[src/rtl/zycap_axil_regs.sv]
// zycap_axil_regs: AXI4-Lite slave with four 32-bit registers and a reg0 write strobe.
// Revision 1.0
`default_nettype none

module zycap_axil_regs #(
  parameter int C_S_AXI_DATA_WIDTH = 32,
  parameter int C_S_AXI_ADDR_WIDTH = 6
) (
  input  logic                              S_AXI_ACLK,
  input  logic                              S_AXI_ARESETN,
  input  logic [C_S_AXI_ADDR_WIDTH-1:0]     S_AXI_AWADDR,
  input  logic [2:0]                        S_AXI_AWPROT,
  input  logic                              S_AXI_AWVALID,
  output logic                              S_AXI_AWREADY,
  input  logic [C_S_AXI_DATA_WIDTH-1:0]     S_AXI_WDATA,
  input  logic [C_S_AXI_DATA_WIDTH/8-1:0]   S_AXI_WSTRB,
  input  logic                              S_AXI_WVALID,
  output logic                              S_AXI_WREADY,
  output logic [1:0]                        S_AXI_BRESP,
  output logic                              S_AXI_BVALID,
  input  logic                              S_AXI_BREADY,
  input  logic [C_S_AXI_ADDR_WIDTH-1:0]     S_AXI_ARADDR,
  input  logic [2:0]                        S_AXI_ARPROT,
  input  logic                              S_AXI_ARVALID,
  output logic                              S_AXI_ARREADY,
  output logic [C_S_AXI_DATA_WIDTH-1:0]     S_AXI_RDATA,
  output logic [1:0]                        S_AXI_RRESP,
  output logic                              S_AXI_RVALID,
  input  logic                              S_AXI_RREADY,
  output logic [C_S_AXI_DATA_WIDTH-1:0]     reg0_o,
  output logic [C_S_AXI_DATA_WIDTH-1:0]     reg1_o,
  output logic [C_S_AXI_DATA_WIDTH-1:0]     reg2_o,
  output logic [C_S_AXI_DATA_WIDTH-1:0]     reg3_o,
  output logic                              reg0_wr_pulse
);

  localparam int AW = C_S_AXI_ADDR_WIDTH;
  localparam int DW = C_S_AXI_DATA_WIDTH;
  localparam int SW = C_S_AXI_DATA_WIDTH / 8;
  localparam logic [1:0] RESP_OKAY   = 2'b00;
  localparam logic [1:0] RESP_SLVERR = 2'b10;

  logic [DW-1:0]   slv_reg [4];
  logic            ready_en;
  logic            aw_full;
  logic [AW-1:2]   aw_addr_q;
  logic            w_full;
  logic [DW-1:0]   w_data_q;
  logic [SW-1:0]   w_strb_q;
  logic            bvalid_q;
  logic [1:0]      bresp_q;
  logic            rvalid_q;
  logic [DW-1:0]   rdata_q;
  logic [1:0]      rresp_q;
  logic            pulse_q;

  logic            aw_hs;
  logic            w_hs;
  logic            ar_hs;
  logic            commit;
  logic [AW-1:2]   wr_addr;
  logic [DW-1:0]   wr_data;
  logic [SW-1:0]   wr_strb;
  logic            wr_mapped;
  logic            rd_mapped;
  logic [1:0]      wr_idx;
  logic [1:0]      rd_idx;

  // Ready stays low during reset and rises on the first clock edge afterwards.
  assign S_AXI_AWREADY = ready_en && !aw_full && !bvalid_q;
  assign S_AXI_WREADY  = ready_en && !w_full && !bvalid_q;
  assign S_AXI_ARREADY = ready_en && !rvalid_q;

  assign aw_hs = S_AXI_AWVALID && S_AXI_AWREADY;
  assign w_hs  = S_AXI_WVALID && S_AXI_WREADY;
  assign ar_hs = S_AXI_ARVALID && S_AXI_ARREADY;

  // A channel counts as present if its holder is full or it handshakes now,
  // which gives one-cycle write latency when both arrive together.
  assign commit    = (aw_full || aw_hs) && (w_full || w_hs);
  assign wr_addr   = aw_full ? aw_addr_q : S_AXI_AWADDR[AW-1:2];
  assign wr_data   = w_full ? w_data_q : S_AXI_WDATA;
  assign wr_strb   = w_full ? w_strb_q : S_AXI_WSTRB;
  assign wr_mapped = (wr_addr[AW-1:4] == '0);
  assign wr_idx    = wr_addr[3:2];
  assign rd_mapped = (S_AXI_ARADDR[AW-1:4] == '0);
  assign rd_idx    = S_AXI_ARADDR[3:2];

  always_ff @(posedge S_AXI_ACLK or negedge S_AXI_ARESETN) begin
    if (!S_AXI_ARESETN) begin
      for (int i = 0; i < 4; i++) slv_reg[i] <= '0;
      ready_en  <= 1'b0;
      aw_full   <= 1'b0;
      aw_addr_q <= '0;
      w_full    <= 1'b0;
      w_data_q  <= '0;
      w_strb_q  <= '0;
      bvalid_q  <= 1'b0;
      bresp_q   <= RESP_OKAY;
      rvalid_q  <= 1'b0;
      rdata_q   <= '0;
      rresp_q   <= RESP_OKAY;
      pulse_q   <= 1'b0;
    end else begin
      ready_en <= 1'b1;
      pulse_q  <= 1'b0;

      if (commit) begin
        aw_full  <= 1'b0;
        w_full   <= 1'b0;
        bvalid_q <= 1'b1;
        bresp_q  <= wr_mapped ? RESP_OKAY : RESP_SLVERR;
        if (wr_mapped) begin
          for (int k = 0; k < SW; k++) begin
            if (wr_strb[k]) slv_reg[wr_idx][8*k +: 8] <= wr_data[8*k +: 8];
          end
          pulse_q <= (wr_idx == 2'd0);
        end
      end else begin
        if (aw_hs) begin
          aw_full   <= 1'b1;
          aw_addr_q <= S_AXI_AWADDR[AW-1:2];
        end
        if (w_hs) begin
          w_full   <= 1'b1;
          w_data_q <= S_AXI_WDATA;
          w_strb_q <= S_AXI_WSTRB;
        end
        if (bvalid_q && S_AXI_BREADY) bvalid_q <= 1'b0;
      end

      // Read data is captured from pre-write register contents.
      if (ar_hs) begin
        rvalid_q <= 1'b1;
        rdata_q  <= rd_mapped ? slv_reg[rd_idx] : '0;
        rresp_q  <= rd_mapped ? RESP_OKAY : RESP_SLVERR;
      end else if (rvalid_q && S_AXI_RREADY) begin
        rvalid_q <= 1'b0;
      end
    end
  end

  assign S_AXI_BVALID  = bvalid_q;
  assign S_AXI_BRESP   = bresp_q;
  assign S_AXI_RVALID  = rvalid_q;
  assign S_AXI_RDATA   = rdata_q;
  assign S_AXI_RRESP   = rresp_q;
  assign reg0_o        = slv_reg[0];
  assign reg1_o        = slv_reg[1];
  assign reg2_o        = slv_reg[2];
  assign reg3_o        = slv_reg[3];
  assign reg0_wr_pulse = pulse_q;

  wire unused_ok = &{1'b0, S_AXI_AWPROT, S_AXI_ARPROT, S_AXI_AWADDR[1:0], S_AXI_ARADDR[1:0]};

endmodule

`default_nettype wire

[config.mk]
export PLATFORM = sky130hd
export DESIGN_NAME = zycap_axil_regs
export DESIGN_NICKNAME = d
export VERILOG_FILES = /design/src/rtl/zycap_axil_regs.sv
export SDC_FILE = /design/constraint.sdc
export NUM_CORES = 1
export LEC_CHECK = 0
export CAP_MARGIN = 20
export CORE_AREA = 3 3 183 150
export CTS_BUF_LIST = sky130_fd_sc_hd__clkbuf_4
export DETAILED_ROUTE_END_ITERATION = 10
export DIE_AREA = 0 0 186 153
export GPL_TIMING_DRIVEN = 0
export PLACE_DENSITY_LB_ADDON = 0.15
export SETUP_SLACK_MARGIN = 0.3
export SKIP_LAST_GASP = 1
export SYNTH_ARGS = -nofsm -noshare
export SYNTH_HDL_FRONTEND = slang
export SYNTH_SLANG_ARGS = --single-unit
[constraint.sdc]
create_clock -name S_AXI_ACLK -period 3.15 [get_ports S_AXI_ACLK]
set_input_delay 0.63 -clock S_AXI_ACLK [delete_from_list [all_inputs] [get_ports S_AXI_ACLK]]
set_output_delay 0.63 -clock S_AXI_ACLK [all_outputs]
set_load 0.05 [all_outputs]
Yosys cells after proc, flatten, opt, wreduce, memory -nomap -nowiden
Index checks and enable logic that the tools add are counted.
{"block": "totals", "wordCells": 91, "output_inout_bits": 170, "reg_bits": 210}
{"block": "classes", "bitwise_logic": 3, "magnitude_cmp": 3, "muxes": 41, "n_reduce_logical": 28}
{"cell": "$mux W128", "n": 10}
{"cell": "$bwmux W128", "n": 4}
{"cell": "$demux W32 S2", "n": 4}
{"cell": "$mux W32", "n": 5}
{"cell": "$bmux W32 S2", "n": 1}
{"cell": "$mux W24", "n": 1}
{"cell": "$mux W16", "n": 1}
{"cell": "$logic_and A1 B1 Y1", "n": 12}
{"cell": "$mux W1", "n": 10}
{"cell": "$mux W4", "n": 2}
{"cell": "$mux W8", "n": 1}
{"cell": "$reduce_bool A2 Y1", "n": 4}
{"cell": "$ge A3 B3 Y1 const B", "n": 2}
{"cell": "$logic_not A2 Y1", "n": 3}
{"cell": "$not A2 Y3", "n": 2}
{"cell": "$reduce_and A2 Y1", "n": 3}
{"cell": "$logic_not A1 Y1", "n": 4}
{"cell": "$mux W2", "n": 2}
{"cell": "$lt A3 B1 Y1 const B", "n": 1}
{"cell": "$logic_or A1 B1 Y1", "n": 2}
{"cell": "$not A1 Y1", "n": 1}

Logic depth before layout (Yosys ltp)
Gate-level depths: netlist of run 1.
{"block": "depth", "ltp_word": 20, "depth_mapped": 6, "depth_no_buf": 4}

Worst setup path before layout of run 1
No wires, ideal clock.
{"block": "synth_timing", "kind": "register to register", "from": "register rvalid_q, in the netlist S_AXI_RVALID", "to": "register rdata_q[10], in the netlist S_AXI_RDATA[10]", "path_slack_ns": 0.523, "path_stages_with_launch": 6, "n_path_buf": 1, "setup_time_ns": 0.067, "required_ns": 3.083, "arrival_ns": 2.560, "cell_sequence": "dfrtp_1 nor2b_1 nand2_1 nor3_1 clkbuf_1 a22o_1"}
{"block": "synth_between", "elab_chain_cells": 3}
{"item": "start, declared", "line": "52", "source": "logic rvalid_q;"}
{"item": "start signal, assigned", "line": "100", "source": "rvalid_q <= 1'b0;"}
{"item": "start signal, assigned", "line": "134", "source": "rvalid_q <= 1'b1;"}
{"item": "start signal, assigned", "line": "138", "source": "rvalid_q <= 1'b0;"}
{"item": "$logic_not A1 Y1", "line": "72", "source": "assign S_AXI_ARREADY = ready_en && !rvalid_q;"}
{"item": "$logic_and A1 B1 Y1", "line": "72"}
{"item": "named net S_AXI_ARREADY", "line": "25", "source": "output logic S_AXI_ARREADY,"}
{"item": "$logic_and A1 B1 Y1", "line": "76", "source": "assign ar_hs = S_AXI_ARVALID && S_AXI_ARREADY;"}
{"item": "end signal, assigned", "line": "135", "source": "rdata_q <= rd_mapped ? slv_reg[rd_idx] : '0;"}
{"item": "end, declared", "line": "53", "source": "logic [DW-1:0] rdata_q;"}
The timed path passes the listed nets, and every way through them passes these cells.
A chain may end at the register's enable or synchronous reset.

Worst setup path after layout of run 1
{"block": "layout_timing", "from": "register w_full", "to": "output S_AXI_WREADY"}
{"block": "layout_between", "elab_chain_cells": 3}
{"item": "start, declared", "line": "47", "source": "logic w_full;"}
{"item": "start signal, assigned", "line": "95", "source": "w_full <= 1'b0;"}
{"item": "start signal, assigned", "line": "110", "source": "w_full <= 1'b0;"}
{"item": "start signal, assigned", "line": "125", "source": "w_full <= 1'b1;"}
{"item": "$logic_not A1 Y1", "line": "71", "source": "assign S_AXI_WREADY = ready_en && !w_full && !bvalid_q;"}
{"item": "$logic_and A1 B1 Y1 (2 in a row)", "line": "71"}
{"item": "end, declared", "line": "18", "source": "output logic S_AXI_WREADY,"}
No other way between the ends.

==> impl_results.md, run 1 <==
- Status: complete, no violations
- Drt pass-1 iters: 6
- Maximum vdd drop: 0.778 mV
- WL per Instance: 21.5 µm
- Residual DRC: 0
- Setup Viol. Count Final: 0
- Final net count: 908
- Largest net degree at the start of global routing: 125
- CTS Buffer Depth: 3
- Synth top cells by count: dfrtp_1 (208), mux2_2 (199), a22o_1 (32), mux4_2 (32), clkbuf_1 (15)
- Crit-path slowest cell: dfrtp_1
- DR vias: 6,163
- Initial core utilization: 0.346
- Core area: 0.0259 mm²
- CTS tree: built
- Synth cell types: 26
- Area Growth Syn to Fin: 37.7%
- Slew headroom: 0.341
- Crit path cell chain: buf_2 -> clkbuf_4 -> nor2_1 -> clkdlybuf4s15_2
- FFs w/ async S/R, synth: 1.00
- CP max FO: 10
- Vias per inst: 5.07
- Clk slew on worst S/H paths: 0.06 ns
- Clock skew: 0.0378 ns
- Layout cells sized above 1: 0.390
- First-pass GRT wire length: 39,900 µm
- CTS H-tree depth: 2
- Period Utilization, post-route: 0.880
- Number of global-route vias before repair: 6,726
- Cell taking the most area after synthesis: dfrtp_1
- Min-delay src: w_data_q[13]
- Multi-input logic area: 0.00363 mm²
- Initial antenna violation count: 1
- Crit end category: output pin
- Io pins: 231
- Worst R2R Setup Slack: 0.58 ns
- CP Launch Type: flip-flop
- Max cap viols: 0
- Die Span Y: 153 µm
- Row count: 53
- Worst reg-to-reg path cell count: 5
- Clock tree sinks: 208
- FF-to-FF Start: aw_full
- DRT Wirelength: 26,100 µm
- Slew Viols, Final: 0
- Final hold violations: 0
- Yosys reg bits: 208
- Clock root buffer: clkbuf_4
- Yosys warning count: 0
- Post-route setup slack: 0.377 ns
- Post-synth EDFFs: 0
- Arrival @ worst endpoint: 2.14 ns
- Mapped Area: 0.00896 mm²
- FF+latch area: 0.00520 mm²
- Share of the synthesized area in the top cell type: 0.581
- Total grt overflow: 0
- Dpl ws: -0.414 ns
- Most common cell in the netlist: dfrtp_1
- Worst-margin pin slew: 0.989 ns
- GR Util All Layers: 0.183
- Total power divided by cell area: 1150 mW/mm²
- Detailed placement HPWL: 17,900 µm
- Antenna viol nets, final: 0
- Delay of the slowest critical-path stage: 0.38 ns
- Hold endpoint: w_data_q[13]
- Initial DRC count: 292
- Mapped Avg Cell Area: 15.9 µm²
- Port Buffer Count: 217
- Fill cells: 2,303
- Leakage: 0.00539 µW
- Mapped Cells: 565
- Chip width: 186 µm
- Buf/Inv on CP: 3
- CTS Buf Count: 55
- Sequential share of the synthesized area: 0.581
- Fin Hold WS: 0.499 ns
- DIE AREA: 0.0285 mm²
- CP delay by family, top: buffers and inverters
- Placer Congestion: 0.760
- Worst-Skew Late Latency: 0.66 ns
- Hold crit path type: flip-flop to flip-flop
- Crit path from: w_full
- WP data required: 2.52 ns
- Reg2reg end: reg3_o[6]
- FMAX: 361 MHz
- WHS Path Cells: 1
- Top_reg_cell synth: dfrtp_1
- Crit Path Category: flip-flop to output pin
- Min cycle time layout: 2.77 ns
- Area contributors post-synth: dfrtp_1 (58%), mux2_2 (25%), mux4_2 (8.0%), a22o_1 (3.1%), clkbuf_1 (0.63%)
- RSZ-0062 raised after global routing: yes
cell usage in the layout (no fill, tap or decap), drive strengths merged, types with 3 or more instances in the layout:
cell	count
clkdlybuf4s50	213
mux4	32
a21oi	7
clkbuf	106
conb	3
mux2	200
a22o	32
clkinv	4
buf	18
nand3b	5
or3b	4
nand2	22
inv	6
dfrtp	208
mux2i	5
a222oi	4
worst max-delay path by stage:
stage / depth (start not counted) / slack, ns / endpoint
after floorplan: 5 / 0.52 / S_AXI_RDATA[10]
after global placement: 1 / -7.25 / reg2_o[29]
after detailed placement: 5 / -0.41 / reg1_o[29]
after CTS: 4 / 0.21 / S_AXI_WREADY
after global routing: 4 / 0.26 / S_AXI_WREADY
final: 4 / 0.38 / S_AXI_WREADY
stage by stage:
step | area [µm²] | total power [µW] | instances | utilization | TNS [ns]
final | 12300 | 14200 | 1216 | 0.477 | 0
after global routing | 12300 | 14900 | 1216 | 0.477 | 0
after CTS | 12300 | 14400 | 1213 | 0.476 | 0
after detailed placement | 11600 | 11900 | 1115 | 0.448 | -21.33
after global placement | 11500 | 11700 | 1113 | 0.447 | -1525.59
after floorplan | 8960 | 9340 | 566 | - | 0
timing repair:
item                                    4_1_cts  5_1_grt
pin swaps                                     2        0
endpoints found under the setup margin       20       23
resized for setup                             7        2
endpoints found under the hold margin        84        0
hold buffers                                  1        0
setup buffers                                 2        1
final cells by class:
class | instances | share of cell area
Antenna cell | 1 | 0.000203
Sequential cell | 208 | 0.422
Clock inverter | 4 | 0.00122
Multi-Input combinational cell | 326 | 0.294
Timing Repair Buffer | 224 | 0.183
Tap cell | 330 | 0.0335
Clock buffer | 91 | 0.0554
Inverter | 6 | 0.00183
Buffer | 26 | 0.00892
logic make-up (layout without fill, tap and decap cells):
| group | count (synthesis) | count (layout) | synth area share |
|---|---|---|---|
| AOI/OAI and AO/OA | 45 | 45 | 0.0408 |
| and+or+nand+nor | 41 | 41 | 0.0260 |
| buffers and inverters | 32 | 351 | 0.0142 |
| DFF | 208 | 208 | 0.581 |
| other | 2 | 4 | 0.000838 |
| muxes | 237 | 237 | 0.337 |
flip-flops by register name, summed over array words and instances, names as in the netlist:
signal,flops
w_data_q,32
reg1_o,32
aw_full,1
reg0_o,32
S_AXI_RDATA,32
aw_addr_q,4
S_AXI_RRESP,1
S_AXI_BRESP,1
ready_en,1
w_strb_q,4
reg0_wr_pulse,1
S_AXI_BVALID,1
S_AXI_RVALID,1
reg3_o,32
reg2_o,32
w_full,1
routing by layer:
layer,vias to the layer above,global-route usage,wire length (µm)
li1,2721,-,-
met1,3180,0.248,11500
met2,217,0.292,12200
met3,45,0.0481,1860
met4,0,0.0503,473
met5,-,0,0
power breakdown:
| part | switching, µW | internal, µW |
|---|---|---|
| Combinational | 4370 | 2840 |
| Clock | 1090 | 1280 |
| Sequential | 819 | 3790 |
(Power assumes the default switching activity.)
==> inputs of run 2 (changes only) <==
CTS_BUF_LIST = sky130_fd_sc_hd__clkbuf_8   (was sky130_fd_sc_hd__clkbuf_4)
DONT_BUFFER_PORTS = 1   (was not set)
==> impl_results.md, run 2 (synthesis results as in run 1) <==
- Status: complete, but fails checks (was complete, no violations)
- Failing checks: negative hold slack
- Placed Cells incl. Taps: 897 (was 1,115)
- Largest net degree at the start of global routing: 209 (was 125)
- Io pins: 231 (unchanged)
- Clock root buffer: clkbuf_8 (was clkbuf_4)
- Leakage: 0.00458 µW (was 0.00539 µW)
- Number of global-route vias before repair: 5,832 (was 6,726)
- Residual DRC: 0 (unchanged)
- Arrival @ worst endpoint: 2.11 ns (was 2.14 ns)
- Clock tree sinks: 208 (unchanged)
- CP max FO: 4 (was 10)
- Worst R2R Setup Slack: 0.42 ns (was 0.58 ns)
- Worst reg-to-reg path cell count: 5 (unchanged)
- Placer Congestion: 0.763 (was 0.760)
- WL per Instance: 26.3 µm (was 21.5 µm)
- Antenna viol nets, final: 0 (unchanged)
- Vias per inst: 5.47 (was 5.07)
- Detailed placement HPWL: 17,200 µm (was 17,900 µm)
- Most common cell after layout, fill and taps aside: dfrtp_1 (was clkdlybuf4s50_1)
- Chip width: 186 µm (unchanged)
- DIE AREA: 0.0285 mm² (unchanged)
- CTS tree: built (unchanged)
- Die Span Y: 153 µm (unchanged)
- Row count: 53 (unchanged)
- Filler-free cell count of the finished design: 965 (was 1,216)
- Reg2reg end: reg0_o[30] (was reg3_o[6])
- RSZ-0062 raised after global routing: yes (unchanged)
- Worst-margin pin slew: 1.03 ns (was 0.989 ns)
- Slew headroom: 0.317 (was 0.341)
- Worst-Skew Late Latency: 0.53 ns (was 0.66 ns)
- Setup Viol. Count Final: 0 (unchanged)
- Min cycle time layout: 2.74 ns (was 2.77 ns)
- Fin Hold WS: -0.196 ns (was 0.499 ns)
- Most frequent cells in the layout: dfrtp_1 (208), mux2_2 (199), clkbuf_8 (44) (was clkdlybuf4s50_1 (213), dfrtp_1 (208), mux2_2 (199))
- Delay of the slowest critical-path stage: 0.74 ns (was 0.38 ns)
- CP Launch Type: flip-flop (unchanged)
- Maximum vdd drop: 0.466 mV (was 0.778 mV)
- DR vias: 5,275 (was 6,163)
- Power, Total: 12,500 µW (was 14,200 µW)
- Crit Path Category: flip-flop to output pin (unchanged)
- Slew Viols, Final: 0 (unchanged)
- Core area: 0.0259 mm² (unchanged)
- Initial core utilization: 0.346 (unchanged)
- CTS Buffer Depth: 3 (unchanged)
- Clock skew: 0.0172 ns (was 0.0378 ns)
- Initial DRC count: 276 (was 292)
- Ant diodes: 0 (was 1)
- Port Buffer Count: 0 (was 217)
- WP data required: 2.52 ns (about the same)
- Max cap viols: 0 (unchanged)
- Crit end category: output pin (unchanged)
- Total grt overflow: 0 (unchanged)
- Total power divided by cell area: 1230 mW/mm² (was 1150 mW/mm²)
- First-pass GRT wire length: 38,400 µm (was 39,900 µm)
- Hold crit path type: input pin to async pin (was flip-flop to flip-flop)
- Period Utilization, post-route: 0.869 (was 0.880)
- Final hold violations: 208 (was 0)
- Layout cells sized above 1: 0.488 (was 0.390)
- Crit-path slowest cell: nor2_1 (was dfrtp_1)
- FF-to-FF Start: S_AXI_BVALID (was aw_full)
- GR Util All Layers: 0.178 (was 0.183)
- DRT Wirelength: 25,400 µm (was 26,100 µm)
- Clk slew on worst S/H paths: 0.06 ns (about the same)
- Area Growth Syn to Fin: 13.6% (was 37.7%)
- Drt pass-1 iters: 4 (was 6)
- Setup TNS: 0 ns (unchanged)
- Initial antenna violation count: 1 (unchanged)
- FMAX: 365 MHz (was 361 MHz)
- Final net count: 674 (was 908)
- Core Util, Final: 0.394 (was 0.477)
- CTS Buf Count: 39 (was 55)
- Crit path cell chain: inv_1 -> nand2_1 -> nor2_1 (was buf_2 -> clkbuf_4 -> nor2_1 -> clkdlybuf4s15_2)
- CTS H-tree depth: 2 (unchanged)
## run 2: cell types whose count changed in the layout (fill, tap and decap cells not counted), moves of 2 or more
| cell | before | now |
|---|---|---|
| clkdlybuf4s50_1 | 213 | 0 |
| buf_2 | 1 | 4 |
| clkbuf_4 | 92 | 0 |
| clkinv_2 | 0 | 3 |
| clkbuf_1 | 14 | 11 |
| clkinv_1 | 4 | 0 |
| clkbuf_8 | 0 | 44 |
| buf_1 | 8 | 5 |
| clkbuf_2 | 0 | 4 |
| inv_1 | 6 | 20 |
| dlygate4sd2_1 | 2 | 0 |
## run 2: how the worst max path moves through the flow
stage	endpoint	cells after the start	from
2_1_floorplan	S_AXI_RDATA[10]	5	S_AXI_RVALID
3_3_place_gp	S_AXI_RDATA[29]	5	S_AXI_RVALID
3_5_place_dp	S_AXI_RDATA[25]	6	S_AXI_RVALID
4_1_cts	S_AXI_RDATA[25]	6	S_AXI_RVALID
5_1_grt	reg0_o[26]	5	S_AXI_BVALID
6_report	S_AXI_AWREADY	3	S_AXI_BVALID
## run 2: worst max-delay path: cells and delay by family (launching register included)
family	cells	cell delay, ns
buffers and inverters	1	0.15
DFF	1	0.60
and+or+nand+nor	2	0.83
## run 2: layout make-up
type | instances | area [µm²]
plain buffers | 26 | 115
clock buffers | 44 | 606
clock inverters | 19 | 105
fillers | 2426 | 15700
inverters | 6 | 22.5
multi-input cells | 326 | 3650
flip-flops and latches | 208 | 5200
well taps | 330 | 413
repair buffers | 6 | 60.1
## run 2: layer usage
metal	wire length, µm	GRT usage	vias up
met5	13	0	-
met4	510	0.0461	2
met3	2640	0.0764	47
met2	11900	0.283	186
met1	10300	0.224	2818
li1	-	-	2222
## run 2: stage by stage
| step | hold slack (ns) | cell area (µm²) | setup slack [ns] |
|---|---|---|---|
| 5_1_grt | -0.244 | 10200 | 0.268 |
| 3_3_place_gp | 0.343 | 9380 | -1.13 |
| 3_5_place_dp | 0.341 | 9390 | -0.918 |
| 2_1_floorplan | 0.334 | 8960 | 0.523 |
| 6_report | -0.196 | 10200 | 0.414 |
| 4_1_cts | -0.241 | 10100 | 0.317 |
## run 2: repair_timing
item	in CTS	in global routing
pin swaps	3	0
resized for setup	12	1
endpoints found under the hold margin	208	208
setup endpoints to repair	160	24
buffers inserted	3	0
## run 2: report_power, final
part,total [µW],internal (µW),switching [µW]
registers,7760,3720,4040
logic,2310,1410,898
clock network,2450,1340,1110
